<file path="config.mk">
export PLATFORM = sky130hd
export DESIGN_NAME = uart_rx_ext
export DESIGN_NICKNAME = d
export VERILOG_FILES = /design/src/rtl/uart_rx_ext.sv
export SDC_FILE = /design/constraint.sdc
export NUM_CORES = 1
export LEC_CHECK = 0
export ABC_AREA = 0
export CORE_ASPECT_RATIO = 0.75
export CORE_MARGIN = 3
export CORE_UTILIZATION = 25
export DETAILED_ROUTE_END_ITERATION = 10
export HOLD_SLACK_MARGIN = 0.12
export PLACE_DENSITY = 0.39
export SLEW_MARGIN = 25
export SYNTH_ARGS = -nofsm -noshare
export SYNTH_HDL_FRONTEND = slang
export SYNTH_SLANG_ARGS = --single-unit
</file>
<file path="constraint.sdc">
create_clock -name clk -period 2.9 [get_ports clk]
set_clock_uncertainty 0.15 [all_clocks]
set_input_delay 0.58 -clock clk [delete_from_list [all_inputs] [get_ports clk]]
set_output_delay 0.58 -clock clk [all_outputs]
set_load 0.02 [all_outputs]
</file>
<file path="src/rtl/uart_rx_ext.sv">
// UART receiver with input synchroniser, 3-sample majority voting, start-glitch
// rejection, configurable parity/stop bits and parity/framing/break reporting.
module uart_rx_ext #(
  parameter int unsigned CLOCK_RATE = 32'd1_000_000,
  parameter int unsigned BAUD_RATE  = 32'd115_200,
  parameter int unsigned DATA_WIDTH = 32'd8,
  parameter int unsigned PARITY     = 32'd0,
  parameter int unsigned STOP_BITS  = 32'd1
) (
  input  logic                  clk,
  input  logic                  rst,
  input  logic                  data,
  output logic                  dv,
  output logic [DATA_WIDTH-1:0] q,
  output logic                  parity_err,
  output logic                  frame_err,
  output logic                  brk
);

  localparam int unsigned CPB = CLOCK_RATE / BAUD_RATE;
  localparam int unsigned MID = (CPB - 32'd1) / 32'd2;
  localparam int unsigned CW  = $clog2(CPB);
  localparam int unsigned BW  = $clog2(DATA_WIDTH);

  localparam logic [CW-1:0] CNT_ZERO  = {CW{1'b0}};
  localparam logic [CW-1:0] CNT_ONE   = CW'(32'd1);
  localparam logic [CW-1:0] CNT_LAST  = CW'(CPB - 32'd1);
  localparam logic [CW-1:0] SMP_A     = CW'(MID - 32'd1);
  localparam logic [CW-1:0] SMP_B     = CW'(MID);
  localparam logic [CW-1:0] SMP_C     = CW'(MID + 32'd1);
  localparam logic [BW-1:0] BIT_ZERO  = {BW{1'b0}};
  localparam logic [BW-1:0] BIT_ONE   = BW'(32'd1);
  localparam logic [BW-1:0] BIT_LAST  = BW'(DATA_WIDTH - 32'd1);
  localparam logic          STOP_LAST = 1'(STOP_BITS - 32'd1);

  typedef enum logic [2:0] {
    ST_IDLE      = 3'd0,
    ST_START     = 3'd1,
    ST_DATA      = 3'd2,
    ST_PARITY    = 3'd3,
    ST_STOP      = 3'd4,
    ST_WAIT_IDLE = 3'd5
  } state_t;

  function automatic logic maj3(input logic [2:0] s);
    maj3 = (s[0] & s[1]) | (s[0] & s[2]) | (s[1] & s[2]);
  endfunction

  // Expected parity bit: even parity is the XOR of the data, odd its inverse.
  function automatic logic parity_bit(input logic [DATA_WIDTH-1:0] d);
    logic p;
    p = ^d;
    if (PARITY == 32'd2) begin
      parity_bit = ~p;
    end else begin
      parity_bit = p;
    end
  endfunction

  logic [1:0]            sync_r;
  logic                  rx_s;
  state_t                state_r, state_nx_s;
  logic [CW-1:0]         clk_cnt_r, clk_cnt_nx_s;
  logic [BW-1:0]         bit_cnt_r, bit_cnt_nx_s;
  logic                  stop_cnt_r, stop_cnt_nx_s;
  logic [2:0]            samp_r, samp_nx_s;
  logic [DATA_WIDTH-1:0] rx_byte_r, rx_byte_nx_s;
  logic                  par_err_r, par_err_nx_s;
  logic                  frm_err_r, frm_err_nx_s;
  logic                  all_low_r, all_low_nx_s;
  logic                  dv_r, dv_nx_s;
  logic [DATA_WIDTH-1:0] q_r, q_nx_s;
  logic                  parity_err_r, parity_err_nx_s;
  logic                  frame_err_r, frame_err_nx_s;
  logic                  brk_r, brk_nx_s;
  logic                  win_end_s;
  logic                  bit_s;
  logic                  frm_last_s;

  assign rx_s       = sync_r[1];
  assign win_end_s  = (clk_cnt_r == CNT_LAST);
  assign bit_s      = maj3(samp_r);
  assign frm_last_s = frm_err_r | ~bit_s;

  // Two-flop synchroniser for the asynchronous serial line.
  always_ff @(posedge clk or posedge rst) begin
    if (rst) begin
      sync_r <= 2'b11;
    end else begin
      sync_r <= {sync_r[0], data};
    end
  end

  // Next-state, sampling and output-strobe logic.
  always_comb begin
    state_nx_s      = state_r;
    clk_cnt_nx_s    = clk_cnt_r;
    bit_cnt_nx_s    = bit_cnt_r;
    stop_cnt_nx_s   = stop_cnt_r;
    samp_nx_s       = samp_r;
    rx_byte_nx_s    = rx_byte_r;
    par_err_nx_s    = par_err_r;
    frm_err_nx_s    = frm_err_r;
    all_low_nx_s    = all_low_r;
    dv_nx_s         = 1'b0;
    q_nx_s          = q_r;
    parity_err_nx_s = 1'b0;
    frame_err_nx_s  = 1'b0;
    brk_nx_s        = 1'b0;

    if (win_end_s) begin
      clk_cnt_nx_s = CNT_ZERO;
    end else begin
      clk_cnt_nx_s = clk_cnt_r + CNT_ONE;
    end

    if (clk_cnt_r == SMP_A) begin
      samp_nx_s[0] = rx_s;
    end else if (clk_cnt_r == SMP_B) begin
      samp_nx_s[1] = rx_s;
    end else if (clk_cnt_r == SMP_C) begin
      samp_nx_s[2] = rx_s;
    end else begin
      samp_nx_s = samp_r;
    end

    case (state_r)
      ST_IDLE: begin
        // The cycle that first sees the line low is slot 0 of the start window.
        if (!rx_s) begin
          state_nx_s    = ST_START;
          clk_cnt_nx_s  = CNT_ONE;
          bit_cnt_nx_s  = BIT_ZERO;
          stop_cnt_nx_s = 1'b0;
          par_err_nx_s  = 1'b0;
          frm_err_nx_s  = 1'b0;
          all_low_nx_s  = 1'b1;
        end else begin
          clk_cnt_nx_s  = CNT_ZERO;
        end
      end
      ST_START: begin
        if (win_end_s) begin
          if (bit_s) begin
            state_nx_s = ST_IDLE;
          end else begin
            state_nx_s   = ST_DATA;
            bit_cnt_nx_s = BIT_ZERO;
          end
        end else begin
          state_nx_s = ST_START;
        end
      end
      ST_DATA: begin
        if (win_end_s) begin
          rx_byte_nx_s = {bit_s, rx_byte_r[DATA_WIDTH-1:1]};
          all_low_nx_s = all_low_r & ~bit_s;
          if (bit_cnt_r == BIT_LAST) begin
            bit_cnt_nx_s  = BIT_ZERO;
            stop_cnt_nx_s = 1'b0;
            if (PARITY != 32'd0) begin
              state_nx_s = ST_PARITY;
            end else begin
              state_nx_s = ST_STOP;
            end
          end else begin
            bit_cnt_nx_s = bit_cnt_r + BIT_ONE;
          end
        end else begin
          state_nx_s = ST_DATA;
        end
      end
      ST_PARITY: begin
        if (win_end_s) begin
          par_err_nx_s  = (bit_s != parity_bit(rx_byte_r));
          all_low_nx_s  = all_low_r & ~bit_s;
          stop_cnt_nx_s = 1'b0;
          state_nx_s    = ST_STOP;
        end else begin
          state_nx_s = ST_PARITY;
        end
      end
      ST_STOP: begin
        if (win_end_s) begin
          frm_err_nx_s = frm_last_s;
          all_low_nx_s = all_low_r & ~bit_s;
          if (stop_cnt_r == STOP_LAST) begin
            dv_nx_s         = 1'b1;
            q_nx_s          = rx_byte_r;
            parity_err_nx_s = par_err_r;
            frame_err_nx_s  = frm_last_s;
            brk_nx_s        = all_low_r & ~bit_s;
            if (frm_last_s) begin
              state_nx_s = ST_WAIT_IDLE;
            end else begin
              state_nx_s = ST_IDLE;
            end
          end else begin
            stop_cnt_nx_s = 1'b1;
          end
        end else begin
          state_nx_s = ST_STOP;
        end
      end
      ST_WAIT_IDLE: begin
        // Hold off until the line returns high so a stuck-low line yields one frame.
        clk_cnt_nx_s = CNT_ZERO;
        if (rx_s) begin
          state_nx_s = ST_IDLE;
        end else begin
          state_nx_s = ST_WAIT_IDLE;
        end
      end
      default: begin
        state_nx_s   = ST_IDLE;
        clk_cnt_nx_s = CNT_ZERO;
      end
    endcase
  end

  // State, datapath and registered output flops.
  always_ff @(posedge clk or posedge rst) begin
    if (rst) begin
      state_r      <= ST_IDLE;
      clk_cnt_r    <= CNT_ZERO;
      bit_cnt_r    <= BIT_ZERO;
      stop_cnt_r   <= 1'b0;
      samp_r       <= 3'b111;
      rx_byte_r    <= {DATA_WIDTH{1'b0}};
      par_err_r    <= 1'b0;
      frm_err_r    <= 1'b0;
      all_low_r    <= 1'b0;
      dv_r         <= 1'b0;
      q_r          <= {DATA_WIDTH{1'b0}};
      parity_err_r <= 1'b0;
      frame_err_r  <= 1'b0;
      brk_r        <= 1'b0;
    end else begin
      state_r      <= state_nx_s;
      clk_cnt_r    <= clk_cnt_nx_s;
      bit_cnt_r    <= bit_cnt_nx_s;
      stop_cnt_r   <= stop_cnt_nx_s;
      samp_r       <= samp_nx_s;
      rx_byte_r    <= rx_byte_nx_s;
      par_err_r    <= par_err_nx_s;
      frm_err_r    <= frm_err_nx_s;
      all_low_r    <= all_low_nx_s;
      dv_r         <= dv_nx_s;
      q_r          <= q_nx_s;
      parity_err_r <= parity_err_nx_s;
      frame_err_r  <= frame_err_nx_s;
      brk_r        <= brk_nx_s;
    end
  end

  assign dv         = dv_r;
  assign q          = q_r;
  assign parity_err = parity_err_r;
  assign frame_err  = frame_err_r;
  assign brk        = brk_r;

endmodule
</file>
* Word-level counts from Yosys, hierarchy flattened *
Cells that the tools add are included.

word-level totals
  input bits = 3
  register bits = 38

operators by class
  reductions and logical operators = 19
  $add $sub $neg = 2
  equality and inequality tests = 21
  bitwise operators = 11
  muxes and demuxes = 48

operator list
  cell                   number
  $mux W3                15
  $mux W1                25
  $pmux W3 S6            1
  $reduce_and A3 Y1      6
  $eq A3 B3 Y1 const B   5
  $ne A2 B2 Y1 const B   7
  $eq A3 B2 Y1 const B   4
  $pmux W3 S3            1
  $reduce_xor A8 Y1      1
  $add A3 B1 Y3 const B  2
  $ne A3 B3 Y1 const B   2
  $pmux W1 S2            3
  $pmux W3 S2            1
  $reduce_and A6 Y1      1
  $reduce_bool A2 Y1     3
  $reduce_and A5 Y1      1
  $and A1 B1 Y1          4
  $not A1 Y1             4
  $pmux W1 S4            1
  $reduce_and A2 Y1      2
  $reduce_bool A4 Y1     1
  $reduce_or A4 Y1       1
  $eq A3 B1 Y1 const B   1
  $logic_not A3 Y1       1
  other kinds (6)        8

* Longest topological paths before layout *
Gate-level depths: netlist (run 1).

  depth in word-level cells = 9
  gate-level depth with buffers = 7

* Worst setup path after synthesis (run 1) *
Ideal clock, no wire load.

  kind = register to register
  start point = register clk_cnt_r[0]
  end point = register q_r[0], in the netlist q[0]
  clock period less this slack = 2,002 ps
  setup slack = 898 ps
  required time = 2,625 ps
  library setup time = 125 ps
  data arrival time = 1,727 ps
  cell stages (with the launch flop) = 7
  cells stage by stage = dfrtp_1 > ha_1 > ha_1 > clkbuf_1 > and4bb_2 > buf_2 > mux2_2

on the way
  cells in the longest elaborated chain, start to end = 2

ends and longest elaborated chain
  element                             line  RTL
  start: declaration                  63    logic [CW-1:0] clk_cnt_r, clk_cnt_nx_s;
  start signal: assignment            240   clk_cnt_r <= clk_cnt_nx_s;
  $eq A3 B3 Y1                        81    assign win_end_s = (clk_cnt_r == CNT_LAST);
  $reduce_and A3 Y1 (no source line)  --
  end signal: assignment              234   q_r <= {DATA_WIDTH{1'b0}};
  end signal: assignment              249   q_r <= q_nx_s;
  end: declaration                    72    logic [DATA_WIDTH-1:0] q_r, q_nx_s;

Every way passes these cells.
A chain may end at the register's enable or synchronous reset.

* Worst setup path after layout (run 1) *
  start point = register clk_cnt_r[0]
  end point = register state_r[0]

on the way
  cells in the longest elaborated chain, start to end = 3
  elaborated cells between the ends (all ways) = 9

ends and longest elaborated chain
  element                                           line  RTL
  $eq A3 B3 Y1 (*)                                  81
  $mux W3, or another cell as far along             184   if (win_end_s) begin
  $pmux W3 S6 or $reduce_and A3 Y1 (tied branches)  --
  end signal: assignment                            239   state_r <= state_nx_s;
  end: declaration                                  62    state_t state_r, state_nx_s;

Mark *: on every way between the ends. The rest lies on a longest branch, timed or not.

==> metrics.cfg, run 1 <==
[worst_setup_path]
path_delay_family=simple AND/OR/NAND/NOR gates
crit_type=reg -> reg
regToRegSetupSlack_ns=0.72
end_kind=register
slowest_delay_ns=0.50
crit_required_ns=2.97
start_kind=register
path_cells=ha_1 > ha_1 > and4bb_2 > a21boi_0 > a311oi_1 > nor2_1
cp_common_cell=ha_1
worstReg2RegStart=clk_cnt_r[0]
crit_arrival_ns=2.25
reg2reg_to=state_r[0]
path_buf_inv=0
crit_slowest_cell=and4bb_2
worstRegToRegCells=6
path_max_fanout=13

[cts]
clk_latency_ns=0.29
clock_path_buffers=2
ctsHoldBuffers=0
postCtsSetupRepairBufs=0
cts_tree=built
cts_htree_levels=2
cts-buffers-inserted=5
clkSinkCount=37
post_cts_resized=0
root_buffer=clkbuf_8
clkTransAtPathRegs_ns=0.07

[global_routing]
antenna_found_initial=0
grtUsageTotal=0.0912
overflow=0
grt_max_degree=38
grt_pass1_vias=1128
grt_pass1_wl_mm=5.65

[run_status]
outcome=complete, no violations

[logic_synthesis]
synth_top_family_by_area=multiplexers
yosysTopAreaCellShare=0.462
synth_mux_area_frac=0.137
syn-cell-area_mm2=0.00173
ys_async_sr_fraction=1.00
synth-xor-area-share=0.0535
ys_seq_area_frac=0.538
synth-edff-count=0
ys_ff_latch=37
syn_inst=149
synthAdderAreaFrac=0.0571
yosysUniqueCellTypes=34
synth_simple_gate_area_frac=0.115
syn_avg_cell_area_um2=11.6
synth.largest_area_cell=dfrtp_1
synth_common_cells=dfrtp_1 (32), mux2_2 (18), nand2_1 (12)
synth_most_common_cell=dfrtp_1
synth_compound_area_frac=0.0650
ys_top_cells_by_area=dfrtp_1 (46%), mux2_2 (12%), dfstp_2 (7.6%)
syn_nets=159
synthFlopType=dfrtp_1
ys_warn_count=0

[detailed_routing]
routed_wl_mm=3.14
wl_per_cell_um=12.7
dr.pass1.iters=4
viasPerCell=4.32
dr_total_vias=1071
postRouteAntennaNets=0
drc=0
first_iter_violations=65

[power_and_ir_drop]
power_w=0.00167
ir_worst_vdd_mv=0.275
p_leak_nw=0.963
p_per_area_mw_per_mm2=800

[sta]
slew_headroom=0.681
min_period_ns=2.18
hold_viol_final=0
fin_tns_setup_ns=0
rsz0062_at_grt=false
finalSetupViolCount=0
whs_ns=0.207
max_freq_ghz=0.458
min_period_over_period=0.753
worst_pin_slew_ns=0.479
timing.final.ws_setup_ns=0.716
slew_violations=0

[final_layout]
areaGrowthSynthToFinish_pct=20.9
antenna_cells=0
drive_gt1_frac=0.222
fin_nets=176

[floorplan]
die_w_um=102
initial_utilization=0.266
io_pins=15
core_mm2=0.00651
die-area_mm2=0.00797
die_h_um=78.1
rows=25

[placed_design]
io_buffer_count=14
dp_hpwl_mm=2.21
dp_slack_ns=0.689
place.gp.congestion=0.759

[job]
maxCapViolations=0

[worst_hold_path]
hold_end=sync_r[1]
hp-start=sync_r[0]
min_path_type=reg -> reg
holdPathStages=0

[cell families (layout without fill, tap and decap cells)]
logic type	Yosys count	after routing
AO/OA/AOI/OAI	19	19
XOR/XNOR	9	9
adder cells (fa/ha/maj)	8	8
buffers and inverters	15	33
flip-flops	37	37
multiplexers	21	21
AND/OR/NAND/NOR	40	40
[worst max path at each step]
stage,startpoint,endpoint,slack (ns),cells past startpoint
floorplan,clk_cnt_r[0],q[0],0.90,6
global placement,clk_cnt_r[0],state_r[0],0.79,6
detailed placement,clk_cnt_r[0],state_r[0],0.69,6
CTS,clk_cnt_r[0],state_r[0],0.66,6
global route,clk_cnt_r[0],state_r[0],0.49,6
finish,clk_cnt_r[0],state_r[0],0.72,6
[metal layers]
metal	vias to the layer above	track usage	part of all wire
met5	-	0	0
met2	22	0.125	0.41
li1	538	-	-
met4	0	0.0354	0.013
met1	506	0.130	0.54
met3	5	0.0320	0.040
[metrics by stage]
step	utilization	instances	instance area (um^2)
floorplan	-	149	1730
global placement	0.301	240	1960
detailed placement	0.301	240	1960
CTS	0.322	248	2090
global route	0.322	248	2090
finish	0.322	248	2090
[cell type report]
class	count	area (um^2)
inverters	10	37.5
flip-flops and latches	37	932
well taps	81	101
clock inverters	3	65.1
multi-input cells	97	741
repair buffers	15	148
clock buffers	5	68.8
fillers	665	4410
[registers in the layout (all words and copies together) (netlist names)]
| register | cells |
|---|---|
| frame_err | 1 |
| sync_r | 2 |
| all_low_r | 1 |
| frm_err_r | 1 |
| bit_cnt_r | 3 |
| state_r | 3 |
| samp_r | 3 |
| dv | 1 |
| rx_byte_r | 8 |
| par_err_r | 1 |
| clk_cnt_r | 3 |
| parity_err | 1 |
| q | 8 |
| brk | 1 |
[layout by cell type, fill, tap and decap left out, types with 2 or more instances in the layout]
cell / n
a21oi_1: 6
and2_1: 2
bufinv_16: 2
clkbuf_8: 5
clkdlybuf4s50_1: 14
dfrtp_1: 32
dfstp_2: 5
ha_1: 7
inv_1: 10
mux2_2: 18
mux2i_1: 2
nand2_1: 12
nand2b_1: 3
nor2_1: 9
nor2b_1: 2
nor3_1: 4
o21ai_0: 6
o22ai_1: 2
or3_1: 2
xnor2_1: 7
[report_power, final]
group,switching [W],internal [W],leakage (nW)
logic,0.000210,0.000211,0.410
registers,0.000106,0.000619,0.485
clock network,0.000185,0.000342,0.0681
total,0.000502,0.00117,0.963
(Power assumes the default switching activity.)
==> inputs of run 2 (changes only) <==
==> constraint.sdc (replaced) <==
create_clock -name clk -period 2.2 [get_ports clk]
set_clock_uncertainty 0.15 [all_clocks]
set_input_delay 0.44 -clock clk [delete_from_list [all_inputs] [get_ports clk]]
set_output_delay 0.44 -clock clk [all_outputs]
set_load 0.02 [all_outputs]
==> run 2 against run 1 <==
  * Flip-flop and latch count stayed put
  * Via count grew 2.9%
  * Critical path type unchanged
  * Critical path depth decreased by 1
  * Combinational power is 40% higher
  * Final area grew 1.6%
  * Sequential power grew 31%
  * Sequential share of layout area is 0.68 points lower
  * Largest cell class unchanged
  * Clock power is 19% higher
  * Global-route usage rose by 0.054 points
  * Wire length is 3.7% higher
  * Cell count increased by 0.81%
==> metrics.cfg, run 2 (synthesis results as in run 1) <==
[run_status]
outcome=complete, no violations

[worst_setup_path]
worstRegToRegCells=5  ; -1
crit_type=reg -> reg
reg2reg_to=bit_cnt_r[0]
path_max_fanout=10  ; -3
slowest_delay_ns=0.40  ; -0.10 ns
crit_slowest_cell=a311o_1
end_kind=register
crit_arrival_ns=1.96  ; -0.29 ns
path_cells=ha_1 > ha_2 > a21oi_1 > a311o_1 > mux2_4
start_kind=register
crit_required_ns=2.23  ; -0.74 ns
regToRegSetupSlack_ns=0.26  ; -0.45 ns
worstReg2RegStart=clk_cnt_r[0]

[floorplan]
die-area_mm2=0.00797  ; unchanged
die_w_um=102  ; unchanged
die_h_um=78.1  ; unchanged
rows=25  ; unchanged
initial_utilization=0.266  ; unchanged
io_pins=15  ; unchanged
core_mm2=0.00651  ; unchanged

[sta]
min_period_ns=1.94  ; -0.249 ns
whs_ns=0.208  ; +0.00166 ns
min_period_over_period=0.880  ; +0.126
slew_violations=0  ; unchanged
fin_tns_setup_ns=0  ; unchanged
worst_pin_slew_ns=0.534  ; +0.0554 ns
max_freq_ghz=0.517  ; +13%
finalSetupViolCount=0  ; unchanged
slew_headroom=0.644  ; -0.0373
hold_viol_final=0  ; unchanged
rsz0062_at_grt=false

[cts]
ctsHoldBuffers=0  ; unchanged
root_buffer=clkbuf_8
cts_htree_levels=2  ; unchanged
clkSinkCount=37  ; unchanged
clkTransAtPathRegs_ns=0.08  ; about the same
clock_path_buffers=2  ; unchanged
clk_latency_ns=0.29  ; about the same
cts_tree=built
cts-buffers-inserted=5  ; unchanged

[detailed_routing]
dr_total_vias=1102  ; +2.9%
wl_per_cell_um=13.0  ; +2.9%
first_iter_violations=32  ; -51%
drc=0  ; unchanged
routed_wl_mm=3.26  ; +3.7%
dr.pass1.iters=4  ; unchanged
postRouteAntennaNets=0  ; unchanged
viasPerCell=4.41  ; +2.1%

[global_routing]
grt_max_degree=27  ; -29%
grt_pass1_wl_mm=5.69  ; +0.73%
grt_util_met2=0.128  ; +0.00324
overflow=0  ; unchanged
antenna_found_initial=0  ; unchanged
grt-busiest-layer=met1
grtUsageTotal=0.0917  ; +0.000542
grt_use_met1=0.132  ; +0.00216
grt_pass1_vias=1166  ; +3.4%
grt_use_met3=0.0293  ; -0.00266

[worst_hold_path]
min_path_type=reg -> reg
hold_end=sync_r[1]
hp-start=sync_r[0]
holdPathStages=0  ; unchanged

[final_layout]
mostFrequentLayoutCell=dfrtp_1
areaGrowthSynthToFinish_pct=22.8
fin_nets=178  ; +1.1%
final_cell_mix=dfrtp_1 (32), mux2_2 (18), clkdlybuf4s50_1 (14), nand2_1 (12), inv_1 (10)
nFillCells=651  ; -2.1%
finalCoreUtilization=0.327  ; +0.00500
antenna_cells=0  ; unchanged
final_area_mm2=0.00213  ; +1.6%
drive_gt1_frac=0.237  ; +0.0151

[placed_design]
place.gp.congestion=0.787  ; +3.6%
io_buffer_count=14  ; unchanged
place_area_mm2=0.00200  ; +2.0%
dp_hpwl_mm=2.41  ; +9.0%

[power_and_ir_drop]
p_leak_nw=0.968  ; +0.57%
p_per_area_mw_per_mm2=1020  ; +27%
ir_worst_vdd_mv=0.350  ; +27%

[job]
maxCapViolations=0  ; unchanged

run 2: cell types whose count changed in the layout (fill, tap and decap cells not counted):
| cell | change |
|---|---|
| clkinv_2 | -1 |
| and4bb_2 | -1 |
| ha_2 | +1 |
| ha_1 | -1 |
| clkbuf_8 | +1 |
| clkinvlp_4 | +1 |
| buf_12 | +2 |
| bufinv_16 | -1 |
| and4bb_4 | +1 |
run 2: worst max path at each step:
stage | from | slack (ns) | end
2_1_floorplan | clk_cnt_r[0] | 0.20 | q[0]
3_3_place_gp | clk_cnt_r[0] | 0.15 | state_r[0]
3_5_place_dp | clk_cnt_r[0] | 0.05 | state_r[0]
4_1_cts | clk_cnt_r[0] | 0.05 | state_r[0]
5_1_grt | clk_cnt_r[0] | 0.07 | state_r[0]
6_report | clk_cnt_r[0] | 0.26 | bit_cnt_r[0]
run 2: cell type report:
| type | count | area (um^2) | share of cell area |
|---|---|---|---|
| Multi-Input combinational cell | 97 | 747 | 0.351 |
| Clock buffer | 6 | 82.6 | 0.0388 |
| Inverter | 10 | 37.5 | 0.0177 |
| Clock inverter | 2 | 37.5 | 0.0177 |
| Sequential cell | 37 | 932 | 0.438 |
| Tap cell | 81 | 101 | 0.0477 |
| Timing Repair Buffer | 17 | 188 | 0.0883 |
run 2: layer usage:
metal	wire length, um	vias to the layer above
met3	86	5
met2	1350	10
met5	0	-
met4	35	0
li1	-	544
met1	1780	543
run 2: worst max-delay path: cells and delay by family, from the launching register on:
family,cells,cell delay [ns]
flip-flops,1,0.39
multiplexers,1,0.32
AO/OA/AOI/OAI,2,0.49
adder cells (fa/ha/maj),2,0.48
run 2: power breakdown:
part           internal (W)  total [W]  switching (W)
combinational      0.000294   0.000589       0.000295
clock              0.000369   0.000625       0.000257
sequential         0.000816   0.000950       0.000135
total               0.00148    0.00216       0.000686
run 2: stage by stage:
| stage | power (W) | std cells | setup slack [ns] |
|---|---|---|---|
| floorplan | 0.00141 | 149 | 0.198 |
| global placement | 0.00154 | 242 | 0.148 |
| detailed placement | 0.00156 | 242 | 0.0516 |
| CTS | 0.00220 | 250 | 0.0507 |
| global route | 0.00232 | 250 | 0.0710 |
| finish | 0.00216 | 250 | 0.265 |
run 2: repair_timing:
| action | CTS | global route |
|---|---|---|
| resized for setup | 0 | 2 |
| setup endpoints to repair | 0 | 1 |
| buffers inserted | 0 | 0 |
==> inputs of run 3 (changes only) <==
--- a/config.mk
+++ b/config.mk
@@ -12,7 +12,7 @@
 export DETAILED_ROUTE_END_ITERATION = 10
 export HOLD_SLACK_MARGIN = 0.12
 export PLACE_DENSITY = 0.39
-export SLEW_MARGIN = 25
+export SLEW_MARGIN = 20
 export SYNTH_ARGS = -nofsm -noshare
 export SYNTH_HDL_FRONTEND = slang
 export SYNTH_SLANG_ARGS = --single-unit
==> constraint.sdc (replaced) <==
create_clock -name clk -period 1.86 [get_ports clk]
set_clock_uncertainty 0.15 [all_clocks]
set_input_delay 0.372 -clock clk [delete_from_list [all_inputs] [get_ports clk]]
set_output_delay 0.372 -clock clk [all_outputs]
set_load 0.02 [all_outputs]
==> run 3 against run 2 <==
  * Setup slack got worse by 0.19 ns
  * Worst hold slack worse by 0.0023 ns
  * Critical path type is now reg -> out
  * First-iteration DRC count is 34% higher
  * Total power rose by 15%
  * Highest routed layer unchanged
==> metrics.cfg, run 3 (synthesis results as in run 1) <==
[run_status]
outcome=complete, no violations

[cts]
postCtsSetupRepairBufs=0  ; unchanged
clkSinkCount=37  ; unchanged
cts-buffers-inserted=5  ; unchanged
cts_htree_levels=2  ; unchanged
root_buffer=clkbuf_8
clock_path_buffers=2  ; unchanged
clkTransAtPathRegs_ns=0.07  ; about the same
clk_latency_ns=0.29  ; about the same
cts_tree=built
ctsHoldBuffers=0  ; unchanged

[floorplan]
die-area_mm2=0.00797  ; unchanged
core_mm2=0.00651  ; unchanged
io_pins=15  ; unchanged
die_w_um=102  ; unchanged
rows=25  ; unchanged
die_h_um=78.1  ; unchanged
initial_utilization=0.266  ; unchanged

[sta]
finalSetupViolCount=0  ; unchanged
rsz0062_at_grt=true
hold_viol_final=0  ; unchanged
slew_headroom=0.698  ; +0.0543
worst_pin_slew_ns=0.453  ; -0.0814 ns
whs_ns=0.206  ; -0.00227 ns
min_period_over_period=0.961
max_freq_ghz=0.560
slew_violations=0  ; unchanged
min_period_ns=1.79

[final_layout]
areaGrowthSynthToFinish_pct=27.0
seq_area_um2=933  ; +0.13%
finalCoreUtilization=0.338  ; +0.0113
layoutNonFillerInstCount=263  ; +5.2%
multi_input_area_um2=759  ; +1.7%
fin_nets=191  ; +7.3%
antenna_cells=0  ; unchanged
final_cell_mix=dfrtp_1 (31), mux2_2 (18), clkdlybuf4s50_1 (14), buf_4 (14), nand2_1 (12)
nFillCells=651  ; unchanged
mostFrequentLayoutCell=dfrtp_1
drive_gt1_frac=0.308  ; +0.0710

[worst_setup_path]
crit_arrival_ns=1.27  ; -0.69 ns
end_kind=output pin
reg2reg_to=bit_cnt_r[0]
slowest_delay_ns=0.61  ; +0.21 ns
crit_required_ns=1.34  ; -0.89 ns
path_buf_inv=1  ; +1
regToRegSetupSlack_ns=0.10  ; -0.16 ns
path_delay_family=buffers and inverters
worstReg2RegStart=samp_r[2]
path_cells=clkdlybuf4s50_1
crit_type=reg -> out
start_kind=register
crit_slowest_cell=clkdlybuf4s50_1
path_max_fanout=2  ; -8
path_depth=1  ; -4
worstRegToRegCells=3  ; -2

[global_routing]
antenna_found_initial=0  ; unchanged
grt_max_degree=22  ; -19%
grt_pass1_wl_mm=5.80  ; +1.9%
grt_pass1_vias=1200  ; +2.9%
overflow=0  ; unchanged
grtUsageTotal=0.0958  ; +0.00405

[worst_hold_path]
hold_end=sync_r[1]
hp-start=sync_r[0]
holdPathStages=0  ; unchanged
min_path_type=reg -> reg

[placed_design]
placed_cells=255  ; +5.4%
io_buffer_count=14  ; unchanged
dp_hpwl_mm=2.56  ; +6.3%
place.gp.congestion=0.746  ; -5.1%

[detailed_routing]
wl_per_cell_um=13.0  ; -0.39%
viasPerCell=4.44  ; +0.66%
drc=0  ; unchanged
first_iter_violations=43  ; +34%
routed_wl_mm=3.41  ; +4.8%
postRouteAntennaNets=0  ; unchanged
dr.pass1.iters=4  ; unchanged
dr_total_vias=1167  ; +5.9%

[power_and_ir_drop]
p_per_area_mw_per_mm2=1140  ; +12%
ir_worst_vdd_mv=0.322  ; -8.1%
power_w=0.00250  ; +15%
p_leak_nw=1.02  ; +5.7%

[job]
maxCapViolations=0  ; unchanged

==> run 3: area by class of cell <==
cell class | instances | area share
clock buffers | 6 | 0.0330
clock inverters | 2 | 0.00455
inverters | 10 | 0.0171
multi-input cells | 97 | 0.345
flip-flops and latches | 37 | 0.424
well taps | 81 | 0.0461
repair buffers | 30 | 0.130
==> run 3: worst max path at each step <==
stage                            start           end  slack, ns
after floorplan           clk_cnt_r[0]          q[0]      0.009
after global placement    clk_cnt_r[0]    state_r[0]    -0.0009
after detailed placement  clk_cnt_r[0]    state_r[0]      -0.02
after CTS                 clk_cnt_r[0]  bit_cnt_r[0]       0.04
after global routing        state_r[1]     all_low_r      0.001
final                             q[0]          q[0]       0.07
==> run 3: power by group <==
group          switching [W]  internal [W]  leakage (nW)
Sequential          0.000131      0.000968         0.484
Clock               0.000275      0.000259        0.0450
Combinational       0.000421      0.000444         0.494
Total               0.000827       0.00167          1.02
==> run 3: metrics by stage <==
stage	setup TNS [ns]	worst slack, ns	instance area (um^2)
after floorplan	0	0.00920	1740
after global placement	-0.000885	-0.000885	2100
after detailed placement	-0.0409	-0.0236	2100
after CTS	0	0.0356	2190
after global routing	0	0.00103	2200
final	0	0.0729	2200
==> run 3: layer usage <==
| metal | routed length (um) | GRT usage | vias up |
|---|---|---|---|
| met4 | 65 | 0.0433 | 0 |
| met5 | 0 | 0 | - |
| met3 | 229 | 0.0302 | 8 |
| li1 | - | - | 568 |
| met1 | 1680 | 0.135 | 558 |
| met2 | 1440 | 0.133 | 33 |
==> run 3: timing repair <==
item	4_1_cts	5_1_grt
resized for setup	1	5
endpoints found under the hold margin	0	0
endpoints found under the setup margin	8	21
pin swaps	0	1
